--- src/rtl/median_window_3x3.sv ---
// 3x3 raster neighbourhood generator feeding the 9-input median sorter; two line buffers plus window regs.
// Latency 1 cycle from the completing pixel; no backpressure, the sorter takes a window every cycle.
// Optional MEDIAN_WIN_COUNT_EN adds a per-frame emitted-window counter (win_count).
module median_window_3x3 #(
    parameter int SIZE       = 8,
    parameter int IMG_WIDTH  = 16,
    parameter int IMG_HEIGHT = 16
) (
    input  logic              clk,
    input  logic              rst,
    input  logic              in_valid,
    input  logic              in_sof,
    input  logic [SIZE-1:0]   in_pixel,
    output logic              win_valid,
    output logic [9*SIZE-1:0] win,
    output logic              win_eof
`ifdef MEDIAN_WIN_COUNT_EN
    ,
    output logic [15:0]       win_count
`endif
);

    localparam int CW = $clog2(IMG_WIDTH);
    localparam int RW = $clog2(IMG_HEIGHT);
    localparam logic [CW-1:0] COL_LAST = CW'(IMG_WIDTH - 1);
    localparam logic [RW-1:0] ROW_LAST = RW'(IMG_HEIGHT - 1);

    logic [CW-1:0] col;
    logic [RW-1:0] row;
    logic [CW-1:0] pcol;
    logic [RW-1:0] prow;
    logic          last_col;
    logic          last_row;
    logic          win_hit;
    logic          win_end;

    logic [SIZE-1:0] lb1 [IMG_WIDTH];
    logic [SIZE-1:0] lb2 [IMG_WIDTH];
    logic [SIZE-1:0] w   [9];

    // in_sof forces the accepted pixel to (0,0) whatever the counters say.
    assign pcol     = in_sof ? '0 : col;
    assign prow     = in_sof ? '0 : row;
    assign last_col = (pcol == COL_LAST);
    assign last_row = (prow == ROW_LAST);
    assign win_hit  = in_valid && (prow >= RW'(2)) && (pcol >= CW'(2));
    assign win_end  = win_hit && last_row && last_col;

    always_ff @(posedge clk or posedge rst) begin
        if (rst) begin
            col <= '0;
            row <= '0;
        end else if (in_valid) begin
            if (last_col) begin
                col <= '0;
                row <= last_row ? '0 : prow + RW'(1);
            end else begin
                col <= pcol + CW'(1);
                row <= prow;
            end
        end
    end

    // Line buffers carry no reset so they can map onto RAM.
    always_ff @(posedge clk) begin
        if (in_valid) begin
            lb2[pcol] <= lb1[pcol];
            lb1[pcol] <= in_pixel;
        end
    end

    always_ff @(posedge clk or posedge rst) begin
        if (rst) begin
            for (int i = 0; i < 9; i++) begin
                w[i] <= '0;
            end
            win_valid <= 1'b0;
            win_eof   <= 1'b0;
        end else begin
            win_valid <= win_hit;
            win_eof   <= win_end;
            if (in_valid) begin
                w[0] <= w[1];
                w[1] <= w[2];
                w[2] <= lb2[pcol];
                w[3] <= w[4];
                w[4] <= w[5];
                w[5] <= lb1[pcol];
                w[6] <= w[7];
                w[7] <= w[8];
                w[8] <= in_pixel;
            end
        end
    end

    assign win = {w[0], w[1], w[2], w[3], w[4], w[5], w[6], w[7], w[8]};

`ifdef MEDIAN_WIN_COUNT_EN
    // Updated on the same edge as win_valid so the count already includes the window on the bus.
    always_ff @(posedge clk or posedge rst) begin
        if (rst) begin
            win_count <= '0;
        end else if (in_valid && in_sof) begin
            win_count <= '0;
        end else if (win_eof) begin
            win_count <= '0;
        end else if (win_hit && (win_count != 16'hFFFF)) begin
            win_count <= win_count + 16'd1;
        end
    end
`endif

endmodule

--- config.mk ---
export PLATFORM = sky130hd
export DESIGN_NAME = median_window_3x3
export DESIGN_NICKNAME = d
export VERILOG_FILES = /design/src/rtl/median_window_3x3.sv
export SDC_FILE = /design/constraint.sdc
export NUM_CORES = 1
export LEC_CHECK = 0
export CORE_MARGIN = 5
export CORE_UTILIZATION = 34
export CTS_BUF_LIST = sky130_fd_sc_hd__clkbuf_4
export DETAILED_ROUTE_END_ITERATION = 10
export GPL_ROUTABILITY_DRIVEN = 0
export GPL_TIMING_DRIVEN = 0
export SLEW_MARGIN = 5
export SYNTH_ARGS = -nofsm -noshare
export SYNTH_HDL_FRONTEND = slang
export SYNTH_SLANG_ARGS = --single-unit
--- constraint.sdc ---
create_clock -name clk -period 2.7 [get_ports clk]
set_clock_uncertainty 0.2 [all_clocks]
set_input_delay 0.27 -clock clk [delete_from_list [all_inputs] [get_ports clk]]
set_output_delay 0.27 -clock clk [all_outputs]
set_load 0.02 [all_outputs]
=== Word level (Yosys, flattened, before mapping) ===
Memory sizes are Yosys's and may differ from the RTL's. A register that Yosys moved wholly into a read port is not among the register bits.
Cells that the tools add are included.

* Add/subtract/negate cells: 2
* Order comparisons: 2
* Eq/ne operators: 2
* Mux-type cells: 7
* Reduce and logical (&&, ||, !) cells: 4

{| class="wikitable"
|+ Operators by type and width
! kind !! count
|-
| 4-bit 2-to-1 mux || 5
|-
| 4-bit by 1-bit adder with 4-bit output (second input constant) || 2
|-
| 4-bit == test (second input constant) || 2
|-
| 4-bit by 2-bit >= comparator with 1-bit output (second input constant) || 2
|-
| 1-bit logical AND || 4
|-
| 1-bit 2-to-1 mux || 2
|}

* Flip-flop bits (word level): 74
* RAM bits: 256
* Input port bits: 12
* Output and inout bits: 74
* Logic and storage cells: 31
* Memories: 2

{| class="wikitable"
|+ Memory list
! name !! depth !! width !! rd ports !! clocked after memory_dff !! wr ports !! line !! RTL
|-
| lb1 || 16 || 8 || 1 || 0 || 1 || 37 || <nowiki>logic [SIZE-1:0] lb1 [IMG_WIDTH];</nowiki>
|-
| lb2 || 16 || 8 || 1 || 1 || 1 || 38 || <nowiki>logic [SIZE-1:0] lb2 [IMG_WIDTH];</nowiki>
|}

=== Longest topological paths before layout ===
* Depth in word-level cells: 6
* Depth in mapped cells: 10

=== Worst setup path before layout ===
No wires, ideal clock.

* Path type: register to register
* Start point: register col[1]
* End point: memory lb1[11][0] (enable)
* Arrival time: 2027 ps
* Slack: 85 ps
* Cell stages (with the launch flop): 9
* Path buffers: 3
* Period minus slack after synthesis: 2615 ps
* Path through: dfrtp_1 > buf_2 > nand2b_1 > buf_4 > inv_2 > buf_2 > ha_1 > nand2_1 > nor2_1

* Longest elaborated chain between the ends: 1

{| class="wikitable"
|+ Ends and longest elaborated chain
! item !! line !! RTL
|-
| from (decl) || 28 || <nowiki>logic [CW-1:0] col;</nowiki>
|-
| from (signal assigned) || 58 || <nowiki>col <= pcol + CW'(1);</nowiki>
|-
| 4-bit 2-to-1 mux || 42 || <nowiki>assign pcol = in_sof ? '0 : col;</nowiki>
|-
| to (decl) || 37 ||
|}

No other way between the ends.

=== Worst setup path in the final report ===
* Start point: register col[1]
* End point: memory lb1[13][5] (enable)

Same word-level chain as after synthesis.

==> impl_summary.log <==
INFO  metric vdd_drop_max = 489 uV
INFO  metric grt_start_max_net_pins = between 40 and 50
INFO  metric max_slew_violation_count = 0
INFO  metric timing.critical_path.from_type = flop
INFO  metric core_region_area = roughly 40000 um^2
INFO  metric ys_seq_elements = 338
INFO  metric initial_drt_pass_iterations = 5
INFO  metric port-buffer-count = 84
INFO  metric finalWorstPathRequiredPeriod = approximately 2700 ps
INFO  metric first_iter_violations = 633
INFO  metric rows = 73
INFO  metric design_power_total = approximately 14 mW
INFO  metric routed_wl = between 30000 and 40000 um
INFO  metric final_hold_viol_count = 0
INFO  metric yosys.area_share.simple = 7.56%
INFO  metric worst-slew-pin-transition = 920 ps
INFO  metric slew_headroom = between 30% and 40%
INFO  metric timing.hold.worst.class = primary input to flop
INFO  metric syn-mean-instance-area = roughly 15 um^2
INFO  metric max_clock_freq = approximately 380 MHz
INFO  metric grt_usage = 16.8%
INFO  metric regToRegSetupSlack = roughly 47 ps
INFO  metric synth_fp_nets = slightly above 900
INFO  metric synth_top_flop_cell = sky130_fd_sc_hd__edfxtp_1
INFO  metric cell_variety_after_synth = 54
INFO  metric data_arrival_critical_path = approximately 2900 ps
INFO  metric grt_first_pass_wirelength = 56300 um
INFO  metric post_synth_adder_cell_area = less than 1%
INFO  metric numCtsBuffers = 86
INFO  metric dr_wl_cell = about 22 um
INFO  metric synth-async-reset-ratio = roughly a quarter
INFO  metric cts.path.max_buffers = 3
INFO  metric worstHoldEndpoint = col[2]
INFO  metric min_delay_path_depth = 3
INFO  metric path_clk_slew = around 70 ps
INFO  metric first_global_vias = 9150
INFO  metric num-nets-final = approximately 1100
INFO  metric setup_viol_count_final = 0
INFO  metric synth.area.mux_share = under 10%
INFO  metric drc_errors = 0
INFO  metric power-per-cell-area = roughly 800 nW/um^2
INFO  metric cts_max_level = 3
INFO  metric placed_cell_area = between 15000 and 20000 um^2
INFO  metric grt.overflow.total = 0
INFO  metric root_buffer = sky130_fd_sc_hd__clkbuf_4
INFO  metric synth.yosys.seq_area_share = a little under three quarters
INFO  metric leakage = roughly 6.4 nW
INFO  metric die_width = roughly 210 um
INFO  metric tritoncts = done
INFO  metric hold_start = in_valid
INFO  metric postRouteAntennaNets = 0
INFO  metric area_of_the_die = between 40000 and 50000 um^2
INFO  metric initial_antenna_violation_count = 1
INFO  metric cap_violations = 0
INFO  metric synth_compound_area_share = ~8.0%
INFO  metric synthesis.yosys.warnings = 0
INFO  metric start_util = between 30% and 40%
INFO  metric top_level_ports = 86
INFO  metric syn2layout_area_growth = 25.9%
INFO  metric netlist_instances = a little over 900
INFO  metric synth_top_family_by_area = multiplexers
INFO  metric route.detailed.vias_per_inst = 5.17
INFO  metric post-route-cell-area = between 15000 and 20000 um^2
INFO  metric ff2ff_path_depth = 9
INFO  metric timing_worst_setup_path_type = flop to flop
INFO  metric worst_r2r_endpoint = lb1[13][5]
INFO  metric status = finished, final reports clean
INFO  metric clkSinkCount = around 340
INFO  metric crit_path_end_kind = flop
INFO  metric number_of_flops_mapped_to_enable_cells_by_yosys = 256
INFO  metric post_synth_instance_area = 13700 um^2
INFO  metric worstSkewPairLatency = about 740 ps
INFO  metric vias = 8886
INFO  metric worstPathMaxFanout = 11
INFO  metric place.detailed.hpwl = 24200 um
INFO  metric drive_above_1_share = a little over a quarter
INFO  metric required = between 2000 and 3000 ps
INFO  metric regToRegStartpoint = col[1]
INFO  metric final_min_period_over_clock_period = a little over nine tenths
INFO  metric post_synth_xor_area_fraction = less than 1%
INFO  metric die_h = approximately 210 um
-- cell type report --
type	instances	area, um^2
repair buffers	130	1520
flip-flops and latches	338	9740
clock inverters	27	155
inverters	12	50.0
diodes	1	2.50
fillers	3559	22500
multi-input cells	505	3800
clock buffers	125	938
plain buffers	56	343
well taps	525	657
-- sequential cells by signal (all words and copies together), names as in the netlist --
register and cells:
lb1 128, lb2 128, win 72, col 4
row 4, win_eof 1, win_valid 1
-- per-layer routing --
layer	global-route usage [%]	vias up	wire length [um]
li1	-	3955	-
met1	21.7	4382	15100
met2	26.7	450	18000
met3	4.00	99	3130
met4	8.47	0	1530
met5	0	-	0
-- cells in the mapped netlist, types with 4 or more instances --
cell	instances	area (um^2)
sky130_fd_sc_hd__buf_4	13	97.6
sky130_fd_sc_hd__nand2_1	83	312
sky130_fd_sc_hd__and3_1	5	31.3
sky130_fd_sc_hd__o22ai_1	18	113
sky130_fd_sc_hd__a22oi_1	7	52.6
sky130_fd_sc_hd__mux2_2	68	766
sky130_fd_sc_hd__dfrtp_1	82	2050
sky130_fd_sc_hd__or4b_1	4	40.0
sky130_fd_sc_hd__ha_1	5	62.6
sky130_fd_sc_hd__nand2b_1	14	87.6
sky130_fd_sc_hd__a21oi_1	38	190
sky130_fd_sc_hd__nand3b_1	13	97.6
sky130_fd_sc_hd__nor2_1	38	143
sky130_fd_sc_hd__a311oi_1	6	52.6
sky130_fd_sc_hd__nor2b_1	12	75.1
sky130_fd_sc_hd__mux2i_1	54	541
sky130_fd_sc_hd__a41oi_1	5	43.8
sky130_fd_sc_hd__a21o_1	12	90.1
sky130_fd_sc_hd__clkbuf_1	14	52.6
sky130_fd_sc_hd__o21ai_0	26	130
sky130_fd_sc_hd__o221ai_2	5	75.1
sky130_fd_sc_hd__buf_6	6	67.6
sky130_fd_sc_hd__edfxtp_1	256	7690
sky130_fd_sc_hd__a31oi_1	13	81.3
sky130_fd_sc_hd__inv_1	9	33.8
sky130_fd_sc_hd__nand3_1	27	135
sky130_fd_sc_hd__a211oi_1	7	52.6
sky130_fd_sc_hd__buf_2	23	115
sky130_fd_sc_hd__o211ai_1	8	60.1
-- stage by stage --
stage          setup WS, ps  setup TNS [ps]  std cells  util (%)  hold WS [ps]
2_1_floorplan          84.6               0        910         -           169
3_3_place_gp          -1840         -614250       1519      38.2           290
3_5_place_dp          -1100         -283710       1535      39.2           295
4_1_cts                -232           -7790       1708      42.9          48.6
5_1_grt               -27.2            -212       1719      43.3          45.1
6_report               47.1               0       1719      43.3          13.8
-- cell usage in the layout (no fill, tap or decap), types with 4 or more instances in the layout --
cell	count
sky130_fd_sc_hd__edfxtp_1	256
sky130_fd_sc_hd__clkbuf_4	126
sky130_fd_sc_hd__clkdlybuf4s50_1	84
sky130_fd_sc_hd__dfrtp_1	82
sky130_fd_sc_hd__nand2_1	78
sky130_fd_sc_hd__mux2_2	68
sky130_fd_sc_hd__mux2i_1	54
sky130_fd_sc_hd__a21oi_1	38
sky130_fd_sc_hd__buf_4	33
sky130_fd_sc_hd__o21ai_0	26
sky130_fd_sc_hd__nand3_1	24
sky130_fd_sc_hd__nor2_1	23
sky130_fd_sc_hd__clkinv_1	22
sky130_fd_sc_hd__buf_2	21
sky130_fd_sc_hd__o22ai_1	18
sky130_fd_sc_hd__nor2_4	17
sky130_fd_sc_hd__nand2b_1	14
sky130_fd_sc_hd__clkbuf_1	13
sky130_fd_sc_hd__a31oi_1	13
sky130_fd_sc_hd__nand3b_1	13
sky130_fd_sc_hd__nor2b_1	12
sky130_fd_sc_hd__a21o_1	12
sky130_fd_sc_hd__buf_16	9
sky130_fd_sc_hd__inv_1	8
sky130_fd_sc_hd__o211ai_1	8
sky130_fd_sc_hd__buf_12	8
sky130_fd_sc_hd__buf_6	7
sky130_fd_sc_hd__a211oi_1	7
sky130_fd_sc_hd__a22oi_1	7
sky130_fd_sc_hd__buf_8	7
sky130_fd_sc_hd__a311oi_1	6
sky130_fd_sc_hd__and3_1	5
sky130_fd_sc_hd__o221ai_4	5
sky130_fd_sc_hd__a41oi_1	5
sky130_fd_sc_hd__inv_2	4
sky130_fd_sc_hd__nand2_2	4
sky130_fd_sc_hd__or4b_1	4
sky130_fd_sc_hd__ha_1	4
-- worst max-delay path: stages (launching register included) --
cell and delay, ps:
sky130_fd_sc_hd__dfrtp_1 360, sky130_fd_sc_hd__buf_2 190, sky130_fd_sc_hd__nand2b_1 90, sky130_fd_sc_hd__buf_4 170, sky130_fd_sc_hd__buf_4 220, sky130_fd_sc_hd__clkbuf_4 250, sky130_fd_sc_hd__ha_1 200, sky130_fd_sc_hd__nand2_2 160
sky130_fd_sc_hd__nor2_4 290, sky130_fd_sc_hd__buf_16 180
-- worst max-delay path by stage --
stage           start  cells past startpoint  slack [ps]          to
2_1_floorplan  col[1]                      8          80  lb1[11][0]
3_3_place_gp   in_sof                      8       -1840  lb1[11][0]
3_5_place_dp   in_sof                     10       -1100      row[2]
4_1_cts        col[1]                      9        -230  lb1[13][6]
5_1_grt        col[1]                      9         -30  lb2[13][3]
6_report       col[1]                      9          50  lb1[13][5]
-- report_power, final --
part	switching (mW)	internal (mW)	total (mW)
sequential	0.245	6.20	6.45
clock	2.03	2.31	4.34
combinational	1.72	1.26	2.98
-- what timing repair did --
| action | CTS | global route |
|---|---|---|
| hold buffers | 2 | 0 |
| gates resized for setup | 25 | 14 |
| buffers inserted | 18 | 10 |
| endpoints found under the setup margin | 356 | 263 |
| pin swaps | 13 | 8 |
| gates cloned | 1 | 0 |
| endpoints found under the hold margin | 36 | 0 |
-- logic make-up after synthesis --
group,after synthesis
flops,338
simple gates,211
compound gates,162
mux,124
buf+inv,68
fa+ha+maj,5
xor+xnor,2
Note: power is estimated with default switching activity, not from simulation.
